--- src/rtl/nbit_pkg.sv ---
// -----------------------------------------------------------------------------
// nbit_pkg
//
// Shared definitions for the n-bit burst accumulator:
//   - state_e        : FSM state encoding (ACCUM collects operands, DONE holds
//                      the result until the consumer takes it)
//   - sat_max/sat_min: saturation limits for a given width and signedness,
//                      returned as MaxSatW-bit patterns for the caller to
//                      truncate to its own width
// -----------------------------------------------------------------------------
package nbit_pkg;

    typedef enum logic [0:0] {
        ACCUM = 1'b0,
        DONE  = 1'b1
    } state_e;

    // Widest accumulator the limit helpers can describe.
    localparam int unsigned MaxSatW = 64;

    // Largest representable value: 2^w-1 unsigned, 2^(w-1)-1 signed.
    function automatic logic [MaxSatW-1:0] sat_max(input int unsigned width,
                                                   input bit          is_signed);
        logic [MaxSatW-1:0] ones;
        ones = '1;
        if (is_signed) begin
            return ones >> (MaxSatW - width + 1);
        end
        return ones >> (MaxSatW - width);
    endfunction

    // Smallest representable value: 0 unsigned, -2^(w-1) signed. The signed
    // case comes back sign-extended to MaxSatW bits, so truncation keeps it.
    function automatic logic [MaxSatW-1:0] sat_min(input int unsigned width,
                                                   input bit          is_signed);
        if (is_signed) begin
            return ~sat_max(width, 1'b1);
        end
        return '0;
    endfunction

endpackage

--- src/rtl/nbit_sat_add.sv ---
// -----------------------------------------------------------------------------
// nbit_sat_add
//
// Combinational accumulate step: sum = f(acc + addend), plus an overflow flag.
// Both addends are already ACC_W wide (the caller extends the operand).
//
// Parameters:
//   ACC_W    : accumulator width (at most nbit_pkg::MaxSatW)
//   SIGNED   : 1 = two's-complement, 0 = unsigned
//   SATURATE : 1 = clamp to the representable range on overflow, 0 = wrap
//
// Ports:
//   acc    in  ACC_W : current accumulator value
//   addend in  ACC_W : extended operand
//   sum    out ACC_W : next accumulator value
//   ovf    out 1     : this addition overflowed
// -----------------------------------------------------------------------------
module nbit_sat_add
    import nbit_pkg::*;
#(
    parameter int unsigned ACC_W    = 8,
    parameter bit          SIGNED   = 1'b0,
    parameter bit          SATURATE = 1'b0
) (
    input  logic [ACC_W-1:0] acc,
    input  logic [ACC_W-1:0] addend,
    output logic [ACC_W-1:0] sum,
    output logic             ovf
);

    localparam logic [ACC_W-1:0] MaxVal = ACC_W'(sat_max(ACC_W, SIGNED));
    localparam logic [ACC_W-1:0] MinVal = ACC_W'(sat_min(ACC_W, SIGNED));

    // One extra bit keeps the unsigned carry-out.
    logic [ACC_W:0] raw;

    assign raw = {1'b0, acc} + {1'b0, addend};

    always_comb begin
        ovf = 1'b0;
        sum = raw[ACC_W-1:0];

        if (SIGNED) begin
            // Same-sign addends producing a different-sign result.
            ovf = (acc[ACC_W-1] == addend[ACC_W-1]) && (raw[ACC_W-1] != acc[ACC_W-1]);
        end else begin
            ovf = raw[ACC_W];
        end

        if (SATURATE && ovf) begin
            if (SIGNED) begin
                // Signed overflow direction follows the (shared) addend sign.
                sum = acc[ACC_W-1] ? MinVal : MaxVal;
            end else begin
                sum = MaxVal;
            end
        end
    end

endmodule

--- src/rtl/nbit_accumulator.sv ---
// -----------------------------------------------------------------------------
// nbit_accumulator
//
// Sums a burst of LEN N-bit operands into an ACC_W-bit accumulator and offers
// one result per burst. Arithmetic is signed or unsigned, wrapping or
// saturating, as selected by parameter. Valid/ready on both sides.
//
// Parameters:
//   N        : operand width
//   ACC_W    : accumulator / result width, ACC_W >= N+1, ACC_W <= 64
//   LEN      : operands per burst, >= 1
//   SIGNED   : 1 = two's-complement operands and result
//   SATURATE : 1 = clamp on overflow, 0 = wrap modulo 2^ACC_W
//
// Ports:
//   clk       in  1     : clock, rising edge
//   rst_n     in  1     : asynchronous active-low reset
//   clear     in  1     : synchronous abort, beats both handshakes
//   in_valid  in  1     : in_data is valid
//   in_ready  out 1     : an operand is accepted this cycle
//   in_data   in  N     : operand
//   out_valid out 1     : result available
//   out_ready in  1     : consumer takes the result
//   out_data  out ACC_W : burst sum (registered)
//   out_ovf   out 1     : sticky overflow for the burst (registered)
// -----------------------------------------------------------------------------
module nbit_accumulator
    import nbit_pkg::*;
#(
    parameter int unsigned N        = 4,
    parameter int unsigned ACC_W    = 8,
    parameter int unsigned LEN      = 4,
    parameter bit          SIGNED   = 1'b0,
    parameter bit          SATURATE = 1'b0
) (
    input  logic             clk,
    input  logic             rst_n,
    input  logic             clear,
    input  logic             in_valid,
    output logic             in_ready,
    input  logic [N-1:0]     in_data,
    output logic             out_valid,
    input  logic             out_ready,
    output logic [ACC_W-1:0] out_data,
    output logic             out_ovf
);

    localparam int unsigned      CntW    = $clog2(LEN + 1);
    localparam logic [CntW-1:0] LastCnt = CntW'(LEN - 1);

    state_e            state_q, state_d;
    logic [CntW-1:0]   count_q, count_d;
    logic [ACC_W-1:0]  acc_q,   acc_d;
    logic              ovf_q,   ovf_d;

    logic [ACC_W-1:0]  ext_data;
    logic [ACC_W-1:0]  add_sum;
    logic              add_ovf;
    logic              beat;

    // Operand extension to accumulator width.
    always_comb begin
        ext_data = ACC_W'(in_data);
        if (SIGNED) begin
            ext_data = {{(ACC_W - N){in_data[N-1]}}, in_data};
        end
    end

    nbit_sat_add #(
        .ACC_W    (ACC_W),
        .SIGNED   (SIGNED),
        .SATURATE (SATURATE)
    ) u_sat_add (
        .acc    (acc_q),
        .addend (ext_data),
        .sum    (add_sum),
        .ovf    (add_ovf)
    );

    // in_ready depends only on state and clear, never on in_valid.
    assign in_ready  = (state_q == ACCUM) && !clear;
    assign beat      = in_valid && in_ready;
    assign out_valid = (state_q == DONE);
    assign out_data  = acc_q;
    assign out_ovf   = ovf_q;

    always_comb begin
        state_d = state_q;
        count_d = count_q;
        acc_d   = acc_q;
        ovf_d   = ovf_q;

        if (clear) begin
            // Abort: any partial burst or pending result is dropped.
            state_d = ACCUM;
            count_d = '0;
            acc_d   = '0;
            ovf_d   = 1'b0;
        end else begin
            unique case (state_q)
                ACCUM: begin
                    if (beat) begin
                        acc_d   = add_sum;
                        ovf_d   = ovf_q | add_ovf;
                        count_d = count_q + CntW'(1);
                        if (count_q == LastCnt) begin
                            state_d = DONE;
                        end
                    end
                end
                DONE: begin
                    if (out_ready) begin
                        state_d = ACCUM;
                        count_d = '0;
                        acc_d   = '0;
                        ovf_d   = 1'b0;
                    end
                end
                default: begin
                    state_d = ACCUM;
                end
            endcase
        end
    end

    always_ff @(posedge clk or negedge rst_n) begin
        if (!rst_n) begin
            state_q <= ACCUM;
            count_q <= '0;
            acc_q   <= '0;
            ovf_q   <= 1'b0;
        end else begin
            state_q <= state_d;
            count_q <= count_d;
            acc_q   <= acc_d;
            ovf_q   <= ovf_d;
        end
    end

endmodule

--- config.mk ---
export PLATFORM = sky130hd
export DESIGN_NAME = nbit_accumulator
export DESIGN_NICKNAME = d
export VERILOG_FILES = /design/src/rtl/nbit_pkg.sv /design/src/rtl/nbit_sat_add.sv /design/src/rtl/nbit_accumulator.sv
export SDC_FILE = /design/constraint.sdc
export NUM_CORES = 1
export LEC_CHECK = 0
export ABC_AREA = 1
export BUFFER_PORTS_ARGS = -buffer_cell sky130_fd_sc_hd__clkbuf_2
export CAP_MARGIN = 20
export CORE_UTILIZATION = 50
export CTS_CLUSTER_DIAMETER = 150
export DETAILED_ROUTE_END_ITERATION = 6
export PLACE_DENSITY = 0.83
export SYNTH_ARGS = -nofsm -noshare
export SYNTH_HDL_FRONTEND = slang
export SYNTH_SLANG_ARGS = --single-unit
--- constraint.sdc ---
create_clock -name clk -period 1.7 [get_ports clk]
set_input_delay 0.085 -clock clk [delete_from_list [all_inputs] [get_ports clk]]
set_output_delay 0.085 -clock clk [all_outputs]
set_load 0.01 [all_outputs]
# Word-level counts from Yosys, hierarchy flattened
# Index checks and enable logic that the tools add are counted.
[totals] input_bits=9 output_inout_bits=11 ff_bits=13
[classes] reduce_logical=4 bitwise=2 n_mux=17 add_sub_neg=2 eq_ne=3
[op_table] cell="$mux 8" n=3
[op_table] cell="$pmux 8 s2" n=1
[op_table] cell="$add 8x4->9" n=1
[op_table] cell="$mux 3" n=3
[op_table] cell="$mux 1" n=7
[op_table] cell="$ne 3x3->1 const B" n=2
[op_table] cell="$pmux 3 s2" n=1
[op_table] cell="$pmux 1 s2" n=2
[op_table] cell="$add 3x1->3 const B" n=1
[op_table] cell="$eq 3x2->1 const B" n=1
[op_table] cell="$logic_and 1x1->1" n=2
[op_table] cell="$reduce_and 2->1" n=1
[op_table] cell="$logic_not 1->1" n=1
[op_table] cell="$not 1->1" n=1
[op_table] cell="$or 1x1->1" n=1

# Depth between registers and ports, before layout
# Gate-level depths: netlist of run 1.
[logic_depth] depth_word=6 mapped_depth=8 ltp_nobuf=8

# Cells and area by module
# From an unflattened synthesis of run 1, not the netlist that was laid out.
[hier_totals] cells_unflattened=127 area_unflattened_um2=997.2
[by_module_without_submodules] mod="nbit_accumulator" area_per_inst_um2=620.6 cells_each=68 seq_area_each_um2=325.3 n_inst=1
[by_module_without_submodules] mod="nbit_sat_add" area_per_inst_um2=376.6 cells_each=59 seq_area_each_um2=0.0 n_inst=1

# Worst setup path after synthesis of run 1
# Ideal clock, no wire load.
[synth_timing] path_kind="flip-flop to flip-flop" startpoint="register acc_q[0], in the netlist out_data[0]" endpoint="register acc_q[6], in the netlist out_data[6]" t_required_ps=1582 path_stages_with_launch=7 arrival_ps=1390 setup_time_ps=118 slack_ps=192 period_less_slack_ps=1508 cell_sequence="dfrtp_1 -> ha_1 -> fa_1 -> nand3_1 -> a21oi_1 -> a21oi_1 -> nor2_1"
[synth_between] elab_chain_len=4
[synth_lines] element="from (decl)" line="nbit_accumulator.sv:53" text="logic [ACC_W-1:0] acc_q, acc_d;"
[synth_lines] element="from (signal assigned)" line="nbit_accumulator.sv:130" text="acc_q <= '0;"
[synth_lines] element="from (signal assigned)" line="nbit_accumulator.sv:135" text="acc_q <= acc_d;"
[synth_lines] element="$add 8x4->9" line="nbit_sat_add.sv:37" text="assign raw = {1'b0, acc} + {1'b0, addend};"
[synth_lines] element="$mux 8" line="nbit_accumulator.sv:102" text="if (beat) begin"
[synth_lines] element="$pmux 8 s2" line="nbit_accumulator.sv:100" text="unique case (state_q)"
[synth_lines] element="$mux 8" line="nbit_accumulator.sv:93" text="if (clear) begin"
# Every way passes these cells. The select of a mux whose other input is x is not followed.
# A chain may end at the register's enable or synchronous reset.

# Worst setup path after layout of run 1
[layout_timing] startpoint="register acc_q[0], in the netlist out_data[0]" endpoint="register acc_q[4], in the netlist out_data[4]"
# The elaborated chain is that of the path after synthesis.

==> impl_metrics.csv, run 1 <==
group,metric,value,unit
setup_path,crit_path_start_kind,"flop",
yosys,yosysMostFrequentCell,"nand2_1",
global_routing,grt_overflow,0,
sta,tns,0,ps
yosys,synthTopCellsByArea,"dfrtp_1, ha_1, nand2_1",
setup_path,crit_fanout,3,
detailed_routing,drc,0,
setup_path,critical_path_class,"reg2reg",
yosys,ys_ff_latch,13,
min_path,hold_class,"in2reg",
sta,min_period,1558,ps
setup_path,worstReg2RegStart,"out_data[0]",
yosys,syn_avg_cell_area,8.700,µm²
die,die_x,40.69,µm
final_layout,fin_area,899.6,µm²
final_layout,fill_cells,113,
detailed_routing,viasPerCell,5.272,
setup_path,crit_required,1870,ps
sta,hold_viol_final,0,
final_layout,drive_above_1_share,25.45,%
yosys,synth_warnings,0,
detailed_routing,first_pass_iters,4,
die,ioPinCount,20,
global_routing,grt.total_usage,21.76,%
cts,cts_tree,"done",
min_path,whs_endpoint,"out_valid",
global_routing,grt_pass1_vias,534,
yosys,yosysSeqAreaShare,43.48,%
setup_path,slowest_stage,"dfrtp_1",
cts,clock_latency,280,ps
min_path,min_from,"in_valid",
final_layout,regArea,325.3,µm²
cts,clkSinkCount,13,
sta,fmax,0.6417,GHz
cts,cts_setup_buffers,0,
setup_path,regToRegEndpoint,"out_data[4]",
cts,clkTransAtPathRegs,80,ps
global_routing,grt_first_pass_wirelength,2201,µm
sta,setup_viol,0,
final_layout,nNetsFinal,127,
yosys,netlist_instances,86,
cts,ctsResizeCount,0,
place,dp_hpwl,1097,µm
yosys,syn-cell-area,748.2,µm²
final_layout,syn2layout_area_growth,20.23,%
pwr,peakVddDrop,445.6,µV
setup_path,arrival,1730,ps
yosys,synth.distinct_cells,21,
detailed_routing,drtIter0Drc,17,
global_routing,grt_antenna_before_repair,0,
detailed_routing,vias,659,
die,dieArea,1655,µm²
yosys,yosys.area.top_type_share,43.48,%
cts,hold_buffers,1,
place,post_dp_cell_area,862.1,µm²
detailed_routing,wire_per_inst,11.12,µm
yosys,synth_edf_count,0,
setup_path,endpoint_kind,"flop",
yosys,synth_ff_type,"dfrtp_1",
setup_path,crit_path_cell_trace,"ha_1, fa_1, nand3_1, nand2_1, a21oi_1, nor2_1",
sta,setup_slack,141.7,ps
setup_path,reg2reg_depth,6,
place,preCtsSetupSlack,165.7,ps
min_path,holdPathStages,5,
place,port_buffers,19,
sta,rsz0062_at_grt,"false",
die,rows,13,
cts,htree_levels,1,
cts,cts_root_buffer,"clkbuf_4",
sta,clock_skew,5.727,ps
cts,cts_max_path_buffers,2,
yosys,yosysTopAreaCell,"dfrtp_1",
die,dieHeight,40.69,µm
setup_path,max_stage_delay,410,ps
pwr,p_leak,0.5005,nW
setup_path,r2r_setup_slack,140,ps
yosys,synth_top_cells_by_count,"nand2_1, dfrtp_1, inv_1",
pwr,pwr_density_cell,790.9,nW/µm²
yosys,async_reset_ff_share,100.0,%
sta,tightest_slew,325.1,ps
final_layout,num_antenna_cells,0,
cts,cts_buffers,3,
sta,finalCritPeriodShare,91.67,%
global_routing,grt_max_degree,14,
detailed_routing,wl,1390,µm
place,gp_congestion,0.7350,
outcome,status,"complete, no violations",
die,initial_core_util,55.42,%
sta,drv_slew,0,
yosys,syn-num-nets,102,
detailed_routing,ant_nets,0,
flow_run,drv_cap,0,
sta,maxSlewHeadroom,78.33,%
die,placeableCoreArea,1350,µm²
final_layout,multi_input_area,377.9,µm²
[final cells by class]
| type | instances | share of cell area [%] |
|---|---|---|
| Timing Repair Buffer | 20 | 11.68 |
| Tap cell | 15 | 2.086 |
| Inverter | 12 | 5.007 |
| Multi-Input combinational cell | 61 | 42.00 |
| Clock inverter | 1 | 0.5563 |
| Sequential cell | 13 | 36.16 |
| Clock buffer | 3 | 2.503 |
[metrics by stage]
stage | util, % | hold slack, ps | total power [mW] | cells
2_1_floorplan | - | -210.6 | 0.4646 | 86
3_3_place_gp | 63.86 | -4.057 | 0.5193 | 120
4_1_cts | 66.64 | 183.7 | 0.7195 | 125
5_1_grt | 66.64 | 202.6 | 0.7661 | 125
3_5_place_dp | 63.86 | -0.4242 | 0.5247 | 120
6_report | 66.64 | 184.7 | 0.7115 | 125
[critical path, delay by kind of cell, from the launching register on]
| kind | cells | cell delay (ps) |
|---|---|---|
| and+or+nand+nor | 3 | 260 |
| adders and majority gates | 2 | 640 |
| AOI/OAI and AO/OA | 1 | 160 |
| DFF | 1 | 410 |
[cell families (layout without fill, tap and decap cells)]
| group | count (synthesis) | after routing | synth area share [%] |
|---|---|---|---|
| xor+xnor | 2 | 2 | 2.342 |
| flops | 13 | 13 | 43.48 |
| compound gates | 15 | 15 | 12.38 |
| buf+inv | 12 | 36 | 6.020 |
| simple gates | 37 | 37 | 23.08 |
| fa+ha+maj | 7 | 7 | 12.71 |
[sequential cells by signal, summed over array words and instances (netlist names)]
register and count:
out_ovf 1, out_valid 1, count_q 3, out_data 8
[metal layers]
metal | wire (µm) | GRT usage [%] | part of all wire [%] | up-vias
met5 | 0 | 0 | 0 | -
met1 | 657 | 27.11 | 47 | 305
met4 | 13 | 12.50 | 0.94 | 0
met3 | 60 | 6.522 | 4.3 | 2
met2 | 658 | 33.33 | 47 | 20
li1 | - | - | - | 332
[report_power, final]
part	switching (mW)	internal [mW]	total [mW]
combinational	0.0959	0.0716	0.168
sequential	0.0225	0.330	0.353
clock	0.104	0.0872	0.191
[cells in the final DEF, fill, tap and decap left out, drive strengths merged]
| cell | n |
|---|---|
| clkbuf | 22 |
| nand3 | 8 |
| dlygate4sd3 | 1 |
| xnor2 | 1 |
| a22o | 3 |
| xor2 | 1 |
| inv | 12 |
| nand3b | 1 |
| dfrtp | 13 |
| o31ai | 1 |
| o21ai | 2 |
| a21oi | 7 |
| clkinv | 1 |
| nor2 | 7 |
| nand2 | 21 |
| o22ai | 1 |
| a21boi | 1 |
| ha | 6 |
| fa | 1 |
[worst max-delay path by stage]
stage,from,endpoint,slack (ps),cells past startpoint
floorplan,out_data[0],out_data[6],190,6
global placement,out_data[0],out_data[6],200,6
detailed placement,out_data[0],out_data[6],170,6
CTS,out_data[0],out_data[6],140,6
global route,out_data[0],out_data[6],40,7
finish,out_data[0],out_data[4],140,6
Power figures use the tool's default switching activity.
==> inputs of run 2 (changes only) <==
clock period = 1.6 ns   (was 1.7 ns; I/O delays follow)
==> run 2 against run 1 <==
  * Cell area increased by 2.1%
  * Clock skew about the same
  * Wire length increased by 0.94%
  * Critical path depth unchanged
  * Final cell count unchanged
  * Sequential cell count unchanged
  * Utilization increased by 1.4 points
  * Worst hold slack got worse by 5.9 ps
  * Register-to-register slack got worse by 70 ps
  * Highest routed layer unchanged
==> impl_metrics.csv, run 2 (same netlist as run 1, synthesis figures left out) <==
group,metric,value,unit
outcome,status,"complete, no violations",
sta,tightest_slew,326.3,ps
sta,setup_viol,0,
global_routing,grt_antenna_before_repair,0,
setup_path,r2r_setup_slack,70,ps
sta,clock_skew,5.967,ps
place,dp_hpwl,1097,µm
sta,setup_slack,71.81,ps
cts,cts_setup_buffers,0,
cts,clock_latency,280,ps
detailed_routing,vias,659,
cts,clkTransAtPathRegs,80,ps
place,preCtsSetupSlack,65.68,ps
detailed_routing,wl,1403,µm
sta,maxSlewHeadroom,78.24,%
sta,rsz0062_at_grt,"false",
cts,cts_root_buffer,"clkbuf_4",
detailed_routing,first_pass_iters,4,
setup_path,crit_required,1770,ps
cts,clkSinkCount,13,
sta,min_period,1528,ps
cts,cts_max_path_buffers,2,
setup_path,crit_path_cell_trace,"ha_1, fa_2, nand3_1, nand2_1, a21oi_1, nor2_1",
setup_path,crit_start,"out_data[0]",
die,placeableCoreArea,1350,µm²
setup_path,worstReg2RegStart,"out_data[0]",
final_layout,syn2layout_area_growth,22.74,%
setup_path,critical_path_class,"reg2reg",
final_layout,regArea,325.3,µm²
sta,finalHoldWorstSlack,178.7,ps
final_layout,multi_input_area,396.6,µm²
die,rows,13,
pwr,p_total,768.0,µW
detailed_routing,ant_nets,0,
die,dieHeight,40.69,µm
sta,hold_viol_final,0,
global_routing,grt_first_pass_wirelength,2201,µm
sta,fmax,0.6544,GHz
final_layout,final_util,68.03,%
min_path,hold_class,"in2reg",
setup_path,slowest_stage,"dfrtp_1",
min_path,holdPathStages,5,
final_layout,num_antenna_cells,0,
place,placedCellCount,120,
die,dieArea,1655,µm²
place,gp_congestion,0.7350,
detailed_routing,drc,0,
cts,htree_levels,1,
cts,cts_tree,"done",
setup_path,crit_path_start_kind,"flop",
final_layout,largest_reg_flops,8,
die,initial_core_util,55.42,%
setup_path,max_stage_delay,410,ps
final_layout,mostFrequentLayoutCells,"nand2_1, clkbuf_2, dfrtp_1",
sta,tns,0,ps
final_layout,nNetsFinal,127,
sta,finalCritPeriodShare,95.51,%
setup_path,arrival,1700,ps
global_routing,grt_overflow,0,
die,die_x,40.69,µm
min_path,min_from,"in_valid",
pwr,p_leak,0.4983,nW
setup_path,endpoint_kind,"flop",
global_routing,grt_pass1_vias,534,
final_layout,fin_area,918.4,µm²
flow_run,drv_cap,0,
final_layout,stdcell_count,125,
global_routing,grt.total_usage,21.76,%
final_layout,drive_above_1_share,28.18,%
setup_path,crit_fanout,3,
detailed_routing,wire_per_inst,11.22,µm
die,ioPinCount,20,
global_routing,grt_max_degree,14,
place,port_buffers,19,
cts,cts_buffers,3,
detailed_routing,viasPerCell,5.272,
detailed_routing,drtIter0Drc,14,
place,post_dp_cell_area,862.1,µm²
final_layout,fill_cells,110,
pwr,peakVddDrop,474.4,µV
setup_path,reg2reg_depth,6,
sta,drv_slew,0,
pwr,pwr_density_cell,836.2,nW/µm²
run 2: path summary, 6_finish.rpt:
| path | end |
|---|---|
| min | out_valid |
| min reg2reg | count_q[1] |
| min in group asynchronous | out_valid |
| max | out_data[4] |
| max in group asynchronous | out_data[5] |
| max reg2reg | out_data[4] |
run 2: what timing repair did:
item,4_1_cts,5_1_grt
resized for setup,0,3
hold endpoints to repair,13,0
endpoints found under the setup margin,0,5
hold buffers,1,0
run 2: area by class of cell:
cell class | instances | area share [%]
multi-input cells | 61 | 43.19
flip-flops and latches | 13 | 35.42
repair buffers | 20 | 11.44
inverters | 12 | 4.905
clock buffers | 3 | 2.452
well taps | 15 | 2.044
clock inverters | 1 | 0.5450
run 2: report_power, final:
part / total, mW / internal (mW) / switching (mW)
logic: 0.187 / 0.0844 / 0.103
clock network: 0.203 / 0.0927 / 0.111
registers: 0.377 / 0.351 / 0.0263
total: 0.768 / 0.528 / 0.240
run 2: layer usage:
metal / up-vias / routed length (µm) / track usage (%)
li1: 332 / - / -
met1: 305 / 655 / 27.11
met2: 18 / 664 / 33.33
met3: 4 / 57 / 6.522
met4: 0 / 25 / 12.50
met5: - / 0 / 0
run 2: critical path, delay by kind of cell, from the launching register on:
kind / cells / cell delay [ps]
adders and majority gates: 2 / 590
AOI/OAI and AO/OA: 1 / 160
and+or+nand+nor: 3 / 270
DFF: 1 / 410
==> inputs of run 3 (changes only) <==
PLACE_DENSITY = 0.84   (was 0.83)
==> run 3 against run 2 <==
  * Sequential power barely moved
  * Cell area fell by 0.95%
  * Final cell count did not move
  * Via count fell by 0.76%
  * Wire length rose by 11%
  * Utilization fell by 0.65 points
  * Fmax rose by 0.83%
  * Worst setup slack improved by 13 ps
  * Critical endpoint is now out_data[7]
  * Largest power group unchanged
==> impl_metrics.csv, run 3 (same netlist as run 1, synthesis figures left out) <==
group,metric,value,unit
outcome,status,"complete, no violations",
sta,maxSlewHeadroom,76.48,%
pwr,pwr_density_cell,839.4,nW/µm²
detailed_routing,wl,1561,µm
pwr,peakVddDrop,490.0,µV
sta,tns,0,ps
die,dieHeight,40.69,µm
place,dp_hpwl,1188,µm
cts,cts_max_path_buffers,2,
setup_path,endpoint_kind,"flop",
cts,cts_buffers,3,
place,gp_congestion,0.7113,
detailed_routing,viasPerCell,5.232,
cts,cts_setup_buffers,0,
setup_path,max_stage_delay,410,ps
setup_path,arrival,1690,ps
global_routing,grt_overflow,0,
place,preCtsSetupSlack,26.39,ps
setup_path,crit_path_cell_trace,"ha_1, nand2_1, nand2_1, nand2_1, nand3_1, a21oi_1, nor2_1",
final_layout,multi_input_area,389.1,µm²
sta,clock_skew,1.351,ps
final_layout,fill_cells,116,
sta,drv_slew,0,
pwr,p_leak,0.4965,nW
detailed_routing,wl_met2,763,µm
die,initial_core_util,55.42,%
die,die_x,40.69,µm
place,port_buffers,19,
detailed_routing,drtIter0Drc,18,
sta,tightest_slew,352.7,ps
cts,clkTransAtPathRegs,80,ps
die,ioPinCount,20,
sta,min_period,1516,ps
final_layout,regArea,325.3,µm²
detailed_routing,ant_nets,0,
sta,finalHoldWorstSlack,175.6,ps
flow_run,drv_cap,0,
final_layout,largest_reg_flops,8,
final_layout,final_util,67.38,%
cts,htree_levels,1,
detailed_routing,routed.top_layer,"met4",
detailed_routing,wire_per_inst,12.49,µm
global_routing,grt_antenna_before_repair,0,
global_routing,grt_pass1_vias,544,
sta,fmax,0.6598,GHz
cts,clkSinkCount,13,
final_layout,nNetsFinal,127,
cts,clock_latency,280,ps
sta,hold_viol_final,0,
sta,setup_viol,0,
die,rows,13,
detailed_routing,vias,654,
cts,cts_root_buffer,"clkbuf_4",
cts,cts_tree,"done",
min_path,hold_class,"in2reg",
final_layout,mostFrequentLayoutCells,"nand2_1, clkbuf_2, dfrtp_1",
final_layout,syn2layout_area_growth,21.57,%
global_routing,grt.total_usage,21.49,%
global_routing,grt_max_degree,14,
setup_path,path_common_cell,"nand2_1",
setup_path,crit_fanout,4,
final_layout,num_antenna_cells,0,
setup_path,crit_path_start_kind,"flop",
die,placeableCoreArea,1350,µm²
global_routing,grt_first_pass_wirelength,2221,µm
die,dieArea,1655,µm²
sta,finalCritPeriodShare,94.72,%
detailed_routing,first_pass_iters,4,
sta,setup_slack,84.41,ps
setup_path,critical_path_class,"reg2reg",
final_layout,drive_above_1_share,27.27,%
detailed_routing,m1WireLength,685,µm
detailed_routing,dr_wl_met3,68,µm
detailed_routing,drc,0,
setup_path,crit_required,1770,ps
setup_path,slowest_stage,"dfrtp_1",
-- run 3: timing repair --
item                                    CTS  global route
hold endpoints to repair                 13             0
hold buffers                              1             0
endpoints found under the setup margin    0             3
gates resized for setup                   0             3
-- run 3: metal layers --
layer	track usage, %	up-vias
li1	-	332
met1	24.14	294
met2	36.90	23
met3	4.891	5
met4	12.50	0
met5	0	-
-- run 3: worst paths after layout --
| kind | startpoint | endpoint | slack [ps] | depth (start not counted) |
|---|---|---|---|---|
| worst max-delay path | out_data[2] | out_data[7] | 80 | 7 |
| max in group asynchronous | rst_n | out_data[4] | 1100 | 2 |
| min in group asynchronous | rst_n | out_data[3] | 250 | 2 |
| worst max register to register | out_data[2] | out_data[7] | 80 | 7 |
| worst min register to register | count_q[1] | count_q[1] | 510 | 1 |
| worst min-delay path | in_valid | out_valid | 180 | 5 |
-- run 3: layout make-up --
cell class	count	area share [%]
Sequential cell	13	35.76
Timing Repair Buffer	20	11.55
Inverter	12	4.952
Clock buffer	4	2.889
Tap cell	15	2.063
Multi-Input combinational cell	61	42.78
-- run 3: critical path, delay by kind of cell, from the launching register on --
| family | cells | cell delay, ps |
|---|---|---|
| AND/OR/NAND/NOR | 5 | 450 |
| AO/OA/AOI/OAI | 1 | 190 |
| adder cells (fa/ha/maj) | 1 | 360 |
| flip-flops | 1 | 410 |
-- run 3: through the flow --
step / area [µm²] / power [mW] / instances
3_5_place_dp: 862.1 / 0.5590 / 120
3_3_place_gp: 862.1 / 0.5512 / 120
4_1_cts: 898.4 / 0.7680 / 125
2_1_floorplan: 748.2 / 0.4936 / 86
5_1_grt: 909.6 / 0.8180 / 125
6_report: 909.6 / 0.7635 / 125
-- run 3: power breakdown --
group / switching, mW / internal (mW)
clock: 0.108 / 0.0969
combinational: 0.106 / 0.0777
sequential: 0.0233 / 0.351
